==> src/rtl/drive_sequencer.sv <==
// Per-motor drive sequencer: soft-start ramp, overcurrent filter, cooldown/retry and fault latch.
// Channels A and B are built from one generate body and share only ClearFault.
module drive_sequencer #(
    parameter int unsigned RAMP_TICKS  = 4,
    parameter int unsigned FILT_CYCLES = 3,
    parameter int unsigned COOL_TICKS  = 16,
    parameter int unsigned MAX_RETRY   = 3
) (
    input  logic       CLK,
    input  logic       nRST,
    input  logic [1:0] ReqA,
    input  logic [1:0] ReqB,
    input  logic       OverA,
    input  logic       OverB,
    input  logic       ClearFault,
    output logic [1:0] DriveA,
    output logic [1:0] DriveB,
    output logic       FaultA,
    output logic       FaultB
);

    localparam int unsigned RampW  = (RAMP_TICKS > 1) ? $clog2(RAMP_TICKS) : 1;
    localparam int unsigned FiltW  = (FILT_CYCLES > 1) ? $clog2(FILT_CYCLES) : 1;
    localparam int unsigned CoolW  = (COOL_TICKS > 1) ? $clog2(COOL_TICKS) : 1;
    localparam int unsigned RetryW = $clog2(MAX_RETRY + 1);

    localparam logic [RampW-1:0]  RampLast = RampW'(RAMP_TICKS - 1);
    localparam logic [FiltW-1:0]  FiltLast = FiltW'(FILT_CYCLES - 1);
    localparam logic [CoolW-1:0]  CoolLast = CoolW'(COOL_TICKS - 1);
    localparam logic [RetryW-1:0] RetryMax = RetryW'(MAX_RETRY);

    localparam logic [1:0] StRun  = 2'd0;
    localparam logic [1:0] StCool = 2'd1;
    localparam logic [1:0] StLock = 2'd2;

    logic [1:0] req_w   [2];
    logic       over_w  [2];
    logic [1:0] drive_w [2];
    logic       fault_w [2];

    assign req_w[0]  = ReqA;
    assign req_w[1]  = ReqB;
    assign over_w[0] = OverA;
    assign over_w[1] = OverB;
    assign DriveA    = drive_w[0];
    assign DriveB    = drive_w[1];
    assign FaultA    = fault_w[0];
    assign FaultB    = fault_w[1];

    for (genvar c = 0; c < 2; c++) begin : g_ch
        logic [1:0]        state_q, state_d;
        logic [1:0]        lvl_q, lvl_d;
        logic [RampW-1:0]  ramp_q, ramp_d;
        logic [FiltW-1:0]  filt_q, filt_d;
        logic [CoolW-1:0]  cool_q, cool_d;
        logic [RetryW-1:0] retry_q, retry_d;
        logic              fault_q, fault_d;

        always_comb begin
            state_d = state_q;
            lvl_d   = lvl_q;
            ramp_d  = ramp_q;
            filt_d  = filt_q;
            cool_d  = cool_q;
            retry_d = retry_q;
            fault_d = fault_q;
            case (state_q)
                StRun: begin
                    retry_d = ClearFault ? '0 : retry_q;
                    // A confirmed fault wins over any ramp or request change on this edge
                    if (over_w[c] && (filt_q == FiltLast)) begin
                        lvl_d   = 2'd0;
                        ramp_d  = '0;
                        filt_d  = '0;
                        cool_d  = '0;
                        retry_d = retry_d + RetryW'(1);
                        if (retry_d == RetryMax) begin
                            state_d = StLock;
                            fault_d = 1'b1;
                        end else begin
                            state_d = StCool;
                        end
                    end else begin
                        filt_d = over_w[c] ? filt_q + FiltW'(1) : '0;
                        if (req_w[c] > lvl_q) begin
                            if (ramp_q == RampLast) begin
                                lvl_d  = lvl_q + 2'd1;
                                ramp_d = '0;
                            end else begin
                                ramp_d = ramp_q + RampW'(1);
                            end
                        end else begin
                            lvl_d  = req_w[c];
                            ramp_d = '0;
                        end
                    end
                end
                StCool: begin
                    lvl_d = 2'd0;
                    if (ClearFault) retry_d = '0;
                    if (cool_q == CoolLast) begin
                        state_d = StRun;
                        cool_d  = '0;
                    end else begin
                        cool_d = cool_q + CoolW'(1);
                    end
                end
                StLock: begin
                    lvl_d = 2'd0;
                    if (ClearFault) begin
                        state_d = StRun;
                        fault_d = 1'b0;
                        retry_d = '0;
                        ramp_d  = '0;
                        filt_d  = '0;
                        cool_d  = '0;
                    end
                end
                default: begin
                    state_d = StRun;
                    lvl_d   = 2'd0;
                    ramp_d  = '0;
                    filt_d  = '0;
                    cool_d  = '0;
                    fault_d = 1'b0;
                end
            endcase
        end

        always_ff @(posedge CLK or negedge nRST) begin
            if (!nRST) begin
                state_q <= StRun;
                lvl_q   <= 2'd0;
                ramp_q  <= '0;
                filt_q  <= '0;
                cool_q  <= '0;
                retry_q <= '0;
                fault_q <= 1'b0;
            end else begin
                state_q <= state_d;
                lvl_q   <= lvl_d;
                ramp_q  <= ramp_d;
                filt_q  <= filt_d;
                cool_q  <= cool_d;
                retry_q <= retry_d;
                fault_q <= fault_d;
            end
        end

        assign drive_w[c] = lvl_q;
        assign fault_w[c] = fault_q;
    end

endmodule

==> config.mk <==
export PLATFORM = sky130hd
export DESIGN_NAME = drive_sequencer
export DESIGN_NICKNAME = d
export VERILOG_FILES = /design/src/rtl/drive_sequencer.sv
export SDC_FILE = /design/constraint.sdc
export NUM_CORES = 1
export LEC_CHECK = 0
export BUFFER_PORTS_ARGS = -buffer_cell sky130_fd_sc_hd__buf_2
export CAP_MARGIN = 10
export CORE_AREA = 2 2 60 76
export CTS_CLUSTER_DIAMETER = 150
export DETAILED_ROUTE_END_ITERATION = 10
export DIE_AREA = 0 0 62 78
export HOLD_SLACK_MARGIN = 0.06
export PLACE_DENSITY = 0.68
export SYNTH_ARGS = -nofsm -noshare
export SYNTH_HDL_FRONTEND = slang
export SYNTH_SLANG_ARGS = --single-unit
export TNS_END_PERCENT = 20
==> constraint.sdc <==
create_clock -name CLK -period 1.39 [get_ports CLK]
set_input_delay 0.278 -clock CLK [delete_from_list [all_inputs] [get_ports CLK]]
set_output_delay 0.278 -clock CLK [all_outputs]
set_load 0.005 [all_outputs]
# == Word level (Yosys, flattened, before mapping) ==
# Index checks and enable logic that the tools add are counted.
# Widths: inputs -> output; s select.
# classes
reduce_logical,16
n_bitwise,2
mux,51
eq_ne,22
magnitude_cmp,2
n_addsub,10
# op_table
operator,n
$mux 2,29
$pmux 2 s3,6
$pmux 4 s3,2
$mux 4,5
$add 2x1->2 const B,8
$eq 2x2->1 const B,8
$ne 2x2->1 const B,8
$add 4x1->4 const B,2
$eq 4x4->1 const B,2
$ne 4x4->1 const B,2
$pmux 2 s2,2
$reduce_and 2->1,4
$reduce_and 4->1,2
$pmux 1 s3,2
$reduce_and 3->1,2
$mux 1,5
$eq 2x1->1 const B,2
$gt 2x2->1,2
$logic_not 2->1,2
$reduce_bool 2->1,2
$reduce_or 2->1,2
$logic_and 1x1->1,2
$not 1->1,2
# word_totals
output_inout_bits,6
wordCells,117
ff_bits,30

# == Depth between registers and ports, before layout ==
# Gate-level depths: netlist (run 1).
# depth
ltp_word,6
ltp_mapped,6
depth_no_buf,5

# == Worst setup path after synthesis (run 1) ==
# No wires, ideal clock.
# synth_path
kind,flip-flop to flip-flop
startpoint,register g_ch[0].state_q[0]
endpoint,register g_ch[0].state_q[0]
setup_time_ns,0.128
setup_slack_ns,-0.143
arrival_time_ns,1.406
n_path_buf,0
stages_incl_launch_ff,6
synth_period_minus_slack_ns,1.533
required_time_ns,1.262
path_cell_list,dfrtp_1 -> inv_1 -> ha_1 -> a21boi_4 -> a211oi_2 -> mux2_1
# synth_between
elab_chain_cells,3
elab_cells_between_ends,8
classes_between,eq/ne: 5; mux: 1; reduce/logical: 2
# synth_lines
item,line,text
start: declaration,51,"logic [1:0] state_q, state_d;"
start signal: assignment,132,state_q <= StRun;
start signal: assignment,140,state_q <= state_d;
$eq 2x1->1 (tied with other cells),67,case (state_q)
$ne 2x2->1 (no line),n/a,
$reduce_and 3->1 (no line),n/a,
# Several ways; a longest one is shown, not always the timed one.
# A chain may end at the register's enable or synchronous reset.

# == Final worst setup path (run 1) ==
# Ends and elaborated chain as after synthesis.

==> impl_metrics.env, run 1 <==
export IMPL_r2r_end="g_ch[0].state_q[0]"
export IMPL_synth_top_cells_by_count="dfrtp_1 (30), ha_1 (20), inv_1 (18)"
export IMPL_synth_edf_count=0
export IMPL_synthArstFlopShare_pct=100
export IMPL_ctsRootBufferMaster="clkbuf_8"
export IMPL_wirelength_mm=4.81
export IMPL_grt_overflow=0
export IMPL_synth_seq_cells=30
export IMPL_regToRegStartpoint="g_ch[0].state_q[0]"
export IMPL_path_delay_family="flip-flops"
export IMPL_critical_path_endpoint="g_ch[0].state_q[0]"
export IMPL_synth_top_cell_area_share_pct=38.3
export IMPL_syn_inst=188
export IMPL_max_stage_delay_ps=380
export IMPL_violations="negative setup slack"
export IMPL_antenna_found_initial=0
export IMPL_yosysUniqueCellTypes=52
export IMPL_p_leak_nw=1.27
export IMPL_htreeDepth=2
export IMPL_cts_sinks=30
export IMPL_cap_violations=0
export IMPL_use_met2_pct=40.4
export IMPL_crit_path_start="g_ch[0].state_q[0]"
export IMPL_end_kind="register"
export IMPL_rsz0062_at_grt="yes"
export IMPL_port_buffers=14
export IMPL_cts_max_path_buffers=2
export IMPL_hold_ws_ps=263
export IMPL_crit_required_ps=1560
export IMPL_outcome="finished, violations left"
export IMPL_yosysSeqAreaShare_pct=38.3
export IMPL_worstMarginPinSlew_ps=454
export IMPL_grt_usage_pct=22.5
export IMPL_syn_cell_area_sq_um=1960
export IMPL_grt_pass1_vias=1892
export IMPL_die_w_um=62
export IMPL_vias_per_cell=5.52
export IMPL_r2r_slack_ps=-110
export IMPL_fin_crit_sh_pct=108
export IMPL_peakVddDrop_uv=1000
export IMPL_path_class="register to register"
export IMPL_n_antenna_cell=0
export IMPL_syn_to_final_growth_pct=36.2
export IMPL_setup_tns_final_ps=-493
export IMPL_setup_viol=12
export IMPL_io_pins=15
export IMPL_cts_tree="built"
export IMPL_holdCritPathClass="input pin to register"
export IMPL_avgRoutedWirePerCell_um=15.9
export IMPL_startpoint_type="register"
export IMPL_core_rowCount=26
export IMPL_routed_via_count=1668
export IMPL_cts_clk_slew_worst_paths_ps=70
export IMPL_first_pass_iters=4
export IMPL_use_met3_pct=5.00
export IMPL_cts_inserted_buffers=5
export IMPL_worst_path_buf_inv=1
export IMPL_grt_max_degree=31
export IMPL_place_congestion=0.779
export IMPL_die_area_sq_um=4840
export IMPL_worst_path_max_fanout=3
export IMPL_nNetsFinal=274
export IMPL_syn_area_per_cell_sq_um=10.4
export IMPL_fin_skew_ps=4.78
export IMPL_synth_most_common_cell="dfrtp_1"
export IMPL_worst_path_stages=5
export IMPL_grt_pass1_wl_mm=8.15
export IMPL_crit_path_top_delay_cell="dfrtp_1"
export IMPL_drv_slew=0
export IMPL_ys_warn_count=0
export IMPL_syn_num_nets=217
export IMPL_ys_flop_type="dfrtp_1"
export IMPL_r2r_cells=5
export IMPL_top_usage_layer="met2"
export IMPL_hpwl_mm=3.49
export IMPL_layout_drive_gt1_share_pct=43.9
export IMPL_drtIter0Drc=47
export IMPL_finalHoldViolCount=0
export IMPL_clkLatencyLatePin_ps=290
export IMPL_relSlewSlack_pct=69.5
export IMPL_post_route_min_period_ps=1500
export IMPL_core_area_sq_um=4070
export IMPL_start_util_pct=48.2
export IMPL_dieHeight_um=78
export IMPL_drcViolationCount=0
export IMPL_fmax_mhz=666
export IMPL_antenna_left=0
export IMPL_synth_area_leaders="dfrtp_1 (38%), ha_1 (13%), inv_1 (3.4%)"
export IMPL_cp_cell_sequence="inv_2 > ha_4 > nor2b_4 > a211oi_2 > mux2_1"
export IMPL_arrival_ps=1670
export IMPL_p_per_area_nw_per_um2=1830
export IMPL_fin_ws_ps=-111
export IMPL_met1_usage_pct=24.1
export IMPL_synth_top_cell_by_area="dfrtp_1"
placed cells by master, fill, tap and decap left out, drive strengths merged, types with 3 or more instances in the layout:
cell and instances:
a21oi 3, o21ai 13, o41ai 3, inv 18, ha 20, clkbuf 7, nand2b 10, a22o 3
a211oi 8, nor3 3, nor2b 8, a21boi 4, and3b 4, nor2 3, a21o 3, nand2 6
buf 54, dfrtp 30, nand4 5, nand3 6, a32o 5
registers in the layout, indices dropped and copies added (netlist names):
register,count
g_ch.state_q,4
g_ch.retry_q,4
DriveA,2
g_ch.cool_q,8
DriveB,2
g_ch.filt_q,4
FaultB,1
FaultA,1
g_ch.ramp_q,4
where the power goes:
part / leakage [nW] / switching [mW] / internal [mW]
Clock: 0.0482 / 0.345 / 0.399
Sequential: 0.400 / 0.186 / 1.14
Combinational: 0.821 / 1.32 / 1.51
cells by family after synthesis:
group / count (synthesis) / share of synthesized area, %
XOR/XNOR: 2 / 0.894
AND/OR/NAND/NOR: 54 / 18.1
adder cells (fa/ha/maj): 20 / 12.8
AO/OA/AOI/OAI: 56 / 23.1
flip-flops: 30 / 38.3
buffers and inverters: 23 / 5.23
multiplexers: 3 / 1.60
tightest hold or removal path: stages:
cell and delay [ps]:
buf_2 130, inv_1 50, a211oi_1 50
worst min path at each step:
stage | from | endpoint | slack, ps | cells after the start
detailed placement | nRST | g_ch[0].cool_q[0] | 320 | 2
global route | ReqA[1] | DriveA[1] | 270 | 3
floorplan | nRST | DriveA[0] | -20 | 0
CTS | ReqB[1] | DriveB[1] | 250 | 3
finish | ReqA[1] | DriveA[1] | 260 | 3
global placement | nRST | g_ch[0].cool_q[0] | 310 | 2
per-layer routing:
layer	wire length [um]	vias to the layer above	share of wire [%]
met1	1830	819	38
met4	98	0	2.0
met5	0	-	0
met3	119	12	2.5
li1	-	807	-
met2	2750	30	57
through the flow:
| stage | worst slack (ps) | utilization (%) | power [mW] | area, sq um | cells |
|---|---|---|---|---|---|
| after floorplan | -45.6 | - | 2.66 | 1970 | 188 |
| after global placement | -48.3 | 57.1 | 3.37 | 2320 | 286 |
| after detailed placement | -208 | 57.1 | 3.58 | 2320 | 286 |
| after CTS | -98.7 | 63.1 | 4.63 | 2570 | 301 |
| after global routing | -166 | 65.7 | 5.27 | 2670 | 302 |
| final | -111 | 65.7 | 4.89 | 2670 | 302 |
final cells by class:
| class | instances | area, sq um |
|---|---|---|
| clock buffer | 7 | 86.3 |
| clock inverter | 1 | 5.00 |
| inverter | 18 | 67.6 |
| sequential | 30 | 751 |
| multi-input combinational | 135 | 1310 |
| tap | 56 | 70.1 |
| timing repair buffer | 55 | 384 |
| fill | 327 | 1400 |
repair_timing:
item | in CTS | in global routing
hold buffers | 1 | 0
pin swaps | 7 | 7
hold endpoints to repair | 30 | 0
setup endpoints to repair | 25 | 29
setup buffers | 7 | 1
gates resized for setup | 27 | 19
Power figures use the tool's default switching activity.
==> run 2: changes to the inputs <==
--- a/config.mk
+++ b/config.mk
@@ -13,6 +13,7 @@
 export DIE_AREA = 0 0 62 78
 export HOLD_SLACK_MARGIN = 0.06
 export PLACE_DENSITY = 0.68
+export SKIP_LAST_GASP = 1
 export SYNTH_ARGS = -nofsm -noshare
 export SYNTH_HDL_FRONTEND = slang
 export SYNTH_SLANG_ARGS = --single-unit
==> impl_metrics.env, run 2 (synthesized netlist as in run 1, its figures left out) <==
export IMPL_outcome="finished, violations left"
export IMPL_violations="negative setup slack"
export IMPL_die_w_um=62
export IMPL_pwr_share_clk_pct=15.9
export IMPL_relSlewSlack_pct=73.5
export IMPL_cts_max_path_buffers=2
export IMPL_layout_drive_gt1_share_pct=40.7
export IMPL_cts_tree="built"
export IMPL_cts_inserted_buffers=5
export IMPL_drtIter0Drc=67
export IMPL_startpoint_type="register"
export IMPL_start_util_pct=48.2
export IMPL_holdCritPathClass="input pin to register"
export IMPL_p_sw_mw=1.80
export IMPL_placed_area_sq_um=2320
export IMPL_fmax_mhz=663
export IMPL_dieHeight_um=78
export IMPL_grt_pass1_vias=1884
export IMPL_crit_required_ps=1560
export IMPL_cts_clk_slew_worst_paths_ps=70
export IMPL_fin_area_sq_um=2610
export IMPL_place_congestion=0.779
export IMPL_die_area_sq_um=4840
export IMPL_hpwl_mm=3.49
export IMPL_drcViolationCount=0
export IMPL_antenna_found_initial=0
export IMPL_grt_usage_pct=22.4
export IMPL_ctsRootBufferMaster="clkbuf_8"
export IMPL_clkLatencyLatePin_ps=290
export IMPL_n_antenna_cell=0
export IMPL_core_area_sq_um=4070
export IMPL_fin_crit_sh_pct=109
export IMPL_swShare_pct=38.1
export IMPL_top_register="g_ch.cool_q"
export IMPL_antenna_left=0
export IMPL_fin_skew_ps=2.92
export IMPL_port_buffers=14
export IMPL_p_leak_nw=1.26
export IMPL_avgRoutedWirePerCell_um=16.2
export IMPL_setup_tns_final_ps=-841
export IMPL_finalHoldViolCount=0
export IMPL_dp_slack_ps=-208
export IMPL_sequentialPowerShare_pct=28.0
export IMPL_nNetsFinal=274
export IMPL_routed_via_count=1665
export IMPL_io_pins=15
export IMPL_path_class="register to register"
export IMPL_post_route_util_pct=64.2
export IMPL_setup_viol=14
export IMPL_grt_overflow=0
export IMPL_arrival_ps=1680
export IMPL_internal_power_mw=2.92
export IMPL_final_common_cell="buf_4"
export IMPL_drv_slew=0
export IMPL_cap_violations=0
export IMPL_final_cell_mix="buf_4 (39), dfrtp_1 (29), buf_2 (14)"
export IMPL_worst_path_max_fanout=3
export IMPL_first_pass_iters=4
export IMPL_end_kind="register"
export IMPL_fin_ws_ps=-119
export IMPL_vias_per_cell=5.51
export IMPL_p_per_area_nw_per_um2=1810
export IMPL_largest_reg_flops=8
export IMPL_peakVddDrop_uv=951
export IMPL_post_route_min_period_ps=1510
export IMPL_htreeDepth=2
export IMPL_rsz0062_at_grt="yes"
export IMPL_core_rowCount=26
export IMPL_grt_pass1_wl_mm=8.14
export IMPL_grt_max_degree=31
export IMPL_syn_to_final_growth_pct=33.1
export IMPL_cts_sinks=30
export IMPL_worstMarginPinSlew_ps=397
export IMPL_wirelength_mm=4.91
export IMPL_comb_power_share_pct=56.1
## run 2: changes by cell type in the layout (fill, tap and decap cells not counted), moves of 2 or more
cell      previous run  this run
nand2b_1             5         7
nand2b_4             4         1
o21ai_0              7        10
o21ai_1              6         3
## run 2: cell type report
type / count / area, sq um
Clock buffer: 7 / 86.3
Multi-Input combinational cell: 135 / 1240
Timing Repair Buffer: 55 / 384
Sequential cell: 30 / 752
Tap cell: 56 / 70.1
Clock inverter: 1 / 5.00
Inverter: 18 / 67.6
Fill cell: 337 / 1460
## run 2: repair_timing
item,in CTS,in global routing
hold endpoints to repair,30,0
buffers inserted,7,1
hold buffers,1,0
pin swaps,5,10
endpoints found under the setup margin,25,29
resized for setup,21,13
## run 2: path summary, 6_finish.rpt
kind                                    start            endpoint  slack (ps)  depth (start not counted)
max                        g_ch[0].state_q[0]  g_ch[0].state_q[0]        -120                          5
min                                   ReqA[1]           DriveA[1]         240                          3
max reg2reg                g_ch[0].state_q[0]  g_ch[0].state_q[0]        -120                          5
min reg2reg                            FaultB              FaultB         490                          1
max in group asynchronous                nRST  g_ch[1].state_q[1]         550                          3
min in group asynchronous                nRST   g_ch[0].cool_q[0]         540                          3
## run 2: metal layers
layer,GRT usage (%),routed length [um]
met5,0,0
met4,8.51,87
met3,5.00,124
met2,40.3,2730
met1,24.1,1960
## run 2: per-stage QoR
step | std cells | power [mW] | hold WS, ps
global route | 302 | 5.08 | 248
CTS | 301 | 4.57 | 235
global placement | 286 | 3.37 | 310
finish | 302 | 4.72 | 237
floorplan | 188 | 2.66 | -17.6
detailed placement | 286 | 3.58 | 317
## run 2: critical path, cell delays in order, from the launching register on
cell and delay [ps]:
dfrtp_1 390, inv_2 90, ha_4 170, nor2b_4 130, a211oi_2 270, mux2_1 350
## run 2: power groups by stage
stage                     Combinational (mW)  Clock [mW]  Sequential (mW)
after floorplan                         1.33           0             1.33
after global placement                  2.06           0             1.31
after detailed placement                2.25           0             1.34
after CTS                               2.50       0.753             1.32
after global routing                    2.91       0.802             1.36
final                                   2.65       0.750             1.32
==> run 3: changes to the inputs <==
--- a/config.mk
+++ b/config.mk
@@ -12,7 +12,7 @@
 export DETAILED_ROUTE_END_ITERATION = 10
 export DIE_AREA = 0 0 62 78
 export HOLD_SLACK_MARGIN = 0.06
-export PLACE_DENSITY = 0.68
+export PLACE_DENSITY = 0.66
 export SKIP_LAST_GASP = 1
 export SYNTH_ARGS = -nofsm -noshare
 export SYNTH_HDL_FRONTEND = slang
==> constraint.sdc (replaced) <==
create_clock -name CLK -period 1.7 [get_ports CLK]
set_input_delay 0.34 -clock CLK [delete_from_list [all_inputs] [get_ports CLK]]
set_output_delay 0.34 -clock CLK [all_outputs]
set_load 0.005 [all_outputs]
==> impl_metrics.env, run 3 (synthesized netlist as in run 1, its figures left out) <==
export IMPL_cts_hold_buf=0
export IMPL_cts_clk_slew_worst_paths_ps=70
export IMPL_die_area_sq_um=4840
export IMPL_syn_to_final_growth_pct=11.1
export IMPL_io_pins=15
export IMPL_hold_ws_ps=82.4
export IMPL_final_cells=263
export IMPL_finalHoldViolCount=0
export IMPL_cap_violations=0
export IMPL_holdCritPathClass="input pin to async pin"
export IMPL_vias_per_cell=5.72
export IMPL_peakVddDrop_uv=676
export IMPL_die_w_um=62
export IMPL_largest_reg_flops=8
export IMPL_top_register="g_ch.cool_q"
export IMPL_arrival_ps=1780
export IMPL_regToRegStartpoint="g_ch[0].state_q[0]"
export IMPL_grt_overflow=0
export IMPL_grt_max_degree=31
export IMPL_avgRoutedWirePerCell_um=14.1
export IMPL_drtIter0Drc=62
export IMPL_p_per_area_nw_per_um2=1430
export IMPL_cts_resized=0
export IMPL_crit_path_top_delay_cell="dfrtp_1"
export IMPL_layout_drive_gt1_share_pct=18.4
export IMPL_first_pass_iters=4
export IMPL_final_common_cell="dfrtp_1"
export IMPL_startpoint_type="register"
export IMPL_start_util_pct=48.2
export IMPL_p_leak_nw=1.06
export IMPL_drv_slew=0
export IMPL_power_mw=3.11
export IMPL_path_class="register to register"
export IMPL_grt_pass1_vias=1474
export IMPL_antenna_found_initial=0
export IMPL_hpwl_mm=2.79
export IMPL_worst_path_max_fanout=11
export IMPL_r2r_cells=5
export IMPL_cts_max_path_buffers=2
export IMPL_fin_skew_ps=9.70
export IMPL_dieHeight_um=78
export IMPL_fin_crit_sh_pct=94.9
export IMPL_antenna_left=0
export IMPL_core_area_sq_um=4070
export IMPL_cts_setup_buffers=0
export IMPL_setup_viol=0
export IMPL_wirelength_mm=3.71
export IMPL_port_buffers=14
export IMPL_fillerInstances=381
export IMPL_end_kind="register"
export IMPL_cts_sinks=30
export IMPL_cp_cell_sequence="inv_1 > ha_1 > nor2b_2 > a211oi_2 > mux2_1"
export IMPL_core_rowCount=26
export IMPL_nNetsFinal=237
export IMPL_worstMarginPinSlew_ps=658
export IMPL_cts_inserted_buffers=5
export IMPL_routed_via_count=1505
export IMPL_grt_usage_pct=17.0
export IMPL_r2r_slack_ps=90
export IMPL_post_route_min_period_ps=1610
export IMPL_cts_tree="built"
export IMPL_clkLatencyLatePin_ps=280
export IMPL_htreeDepth=2
export IMPL_drcViolationCount=0
export IMPL_rsz0062_at_grt="no"
export IMPL_final_cell_mix="dfrtp_1 (30), ha_1 (20), inv_1 (18)"
export IMPL_relSlewSlack_pct=56.1
export IMPL_place_congestion=0.799
export IMPL_crit_required_ps=1870
export IMPL_ctsRootBufferMaster="clkbuf_8"
export IMPL_setup_tns_final_ps=0
export IMPL_outcome="finished, final reports clean"
export IMPL_fmax_mhz=620
export IMPL_r2r_end="g_ch[0].state_q[0]"
export IMPL_dp_cells=255
export IMPL_n_antenna_cell=0
export IMPL_grt_pass1_wl_mm=6.23
export IMPL_max_stage_delay_ps=380
## run 3: cell types whose count changed in the layout (fill, tap and decap cells not counted), sizes merged
| cell | delta |
|---|---|
| buf | -36 |
| clkbuf | -1 |
| clkinv | -1 |
| dlygate4sd3 | -1 |
## run 3: final cells by class
class                   instances  area [sq um]  share of cell area (%)
clock buffers                   6          82.6                    3.79
inverters                      18          67.6                    3.10
multi-input cells             135          1110                    50.8
flip-flops and latches         30           751                    34.5
well taps                      56          70.1                    3.22
repair buffers                 18           100                    4.60
## run 3: worst max-delay path, delay by kind of cell (launching register included)
family | cells | cell delay, ps
adders and majority gates | 1 | 220
DFF | 1 | 380
and+or+nand+nor | 1 | 220
buffers and inverters | 1 | 80
AOI/OAI and AO/OA | 1 | 260
muxes | 1 | 340
## run 3: power breakdown
group	total (mW)	internal [mW]	switching, mW
sequential	1.12	0.931	0.189
combinational	1.43	0.676	0.756
clock	0.555	0.311	0.243
## run 3: how the worst max path moves through the flow
stage / start / to / slack, ps / depth (start not counted)
finish: g_ch[0].state_q[0] / g_ch[0].state_q[0] / 90 / 5
global route: g_ch[0].state_q[0] / g_ch[0].state_q[0] / 2 / 5
floorplan: g_ch[0].state_q[0] / g_ch[0].state_q[0] / 170 / 5
detailed placement: g_ch[0].state_q[0] / g_ch[0].state_q[0] / 70 / 5
global placement: g_ch[0].state_q[0] / g_ch[0].state_q[0] / 160 / 5
CTS: g_ch[0].state_q[0] / g_ch[0].state_q[0] / 70 / 5
## run 3: per-layer routing
metal	up-vias	global-route usage, %	wire (um)
li1	732	-	-
met1	739	19.8	1570
met2	28	28.9	1950
met3	6	5.00	144
met4	0	5.11	46
met5	-	0	0
## run 3: per-stage QoR
| stage | instance area, sq um | util, % | setup slack (ps) |
|---|---|---|---|
| floorplan | 1960 | - | 167 |
| global placement | 2080 | 51.2 | 156 |
| detailed placement | 2080 | 51.2 | 73.8 |
| CTS | 2160 | 53.2 | 67.3 |
| global route | 2180 | 53.6 | 2.06 |
| finish | 2180 | 53.6 | 86.1 |
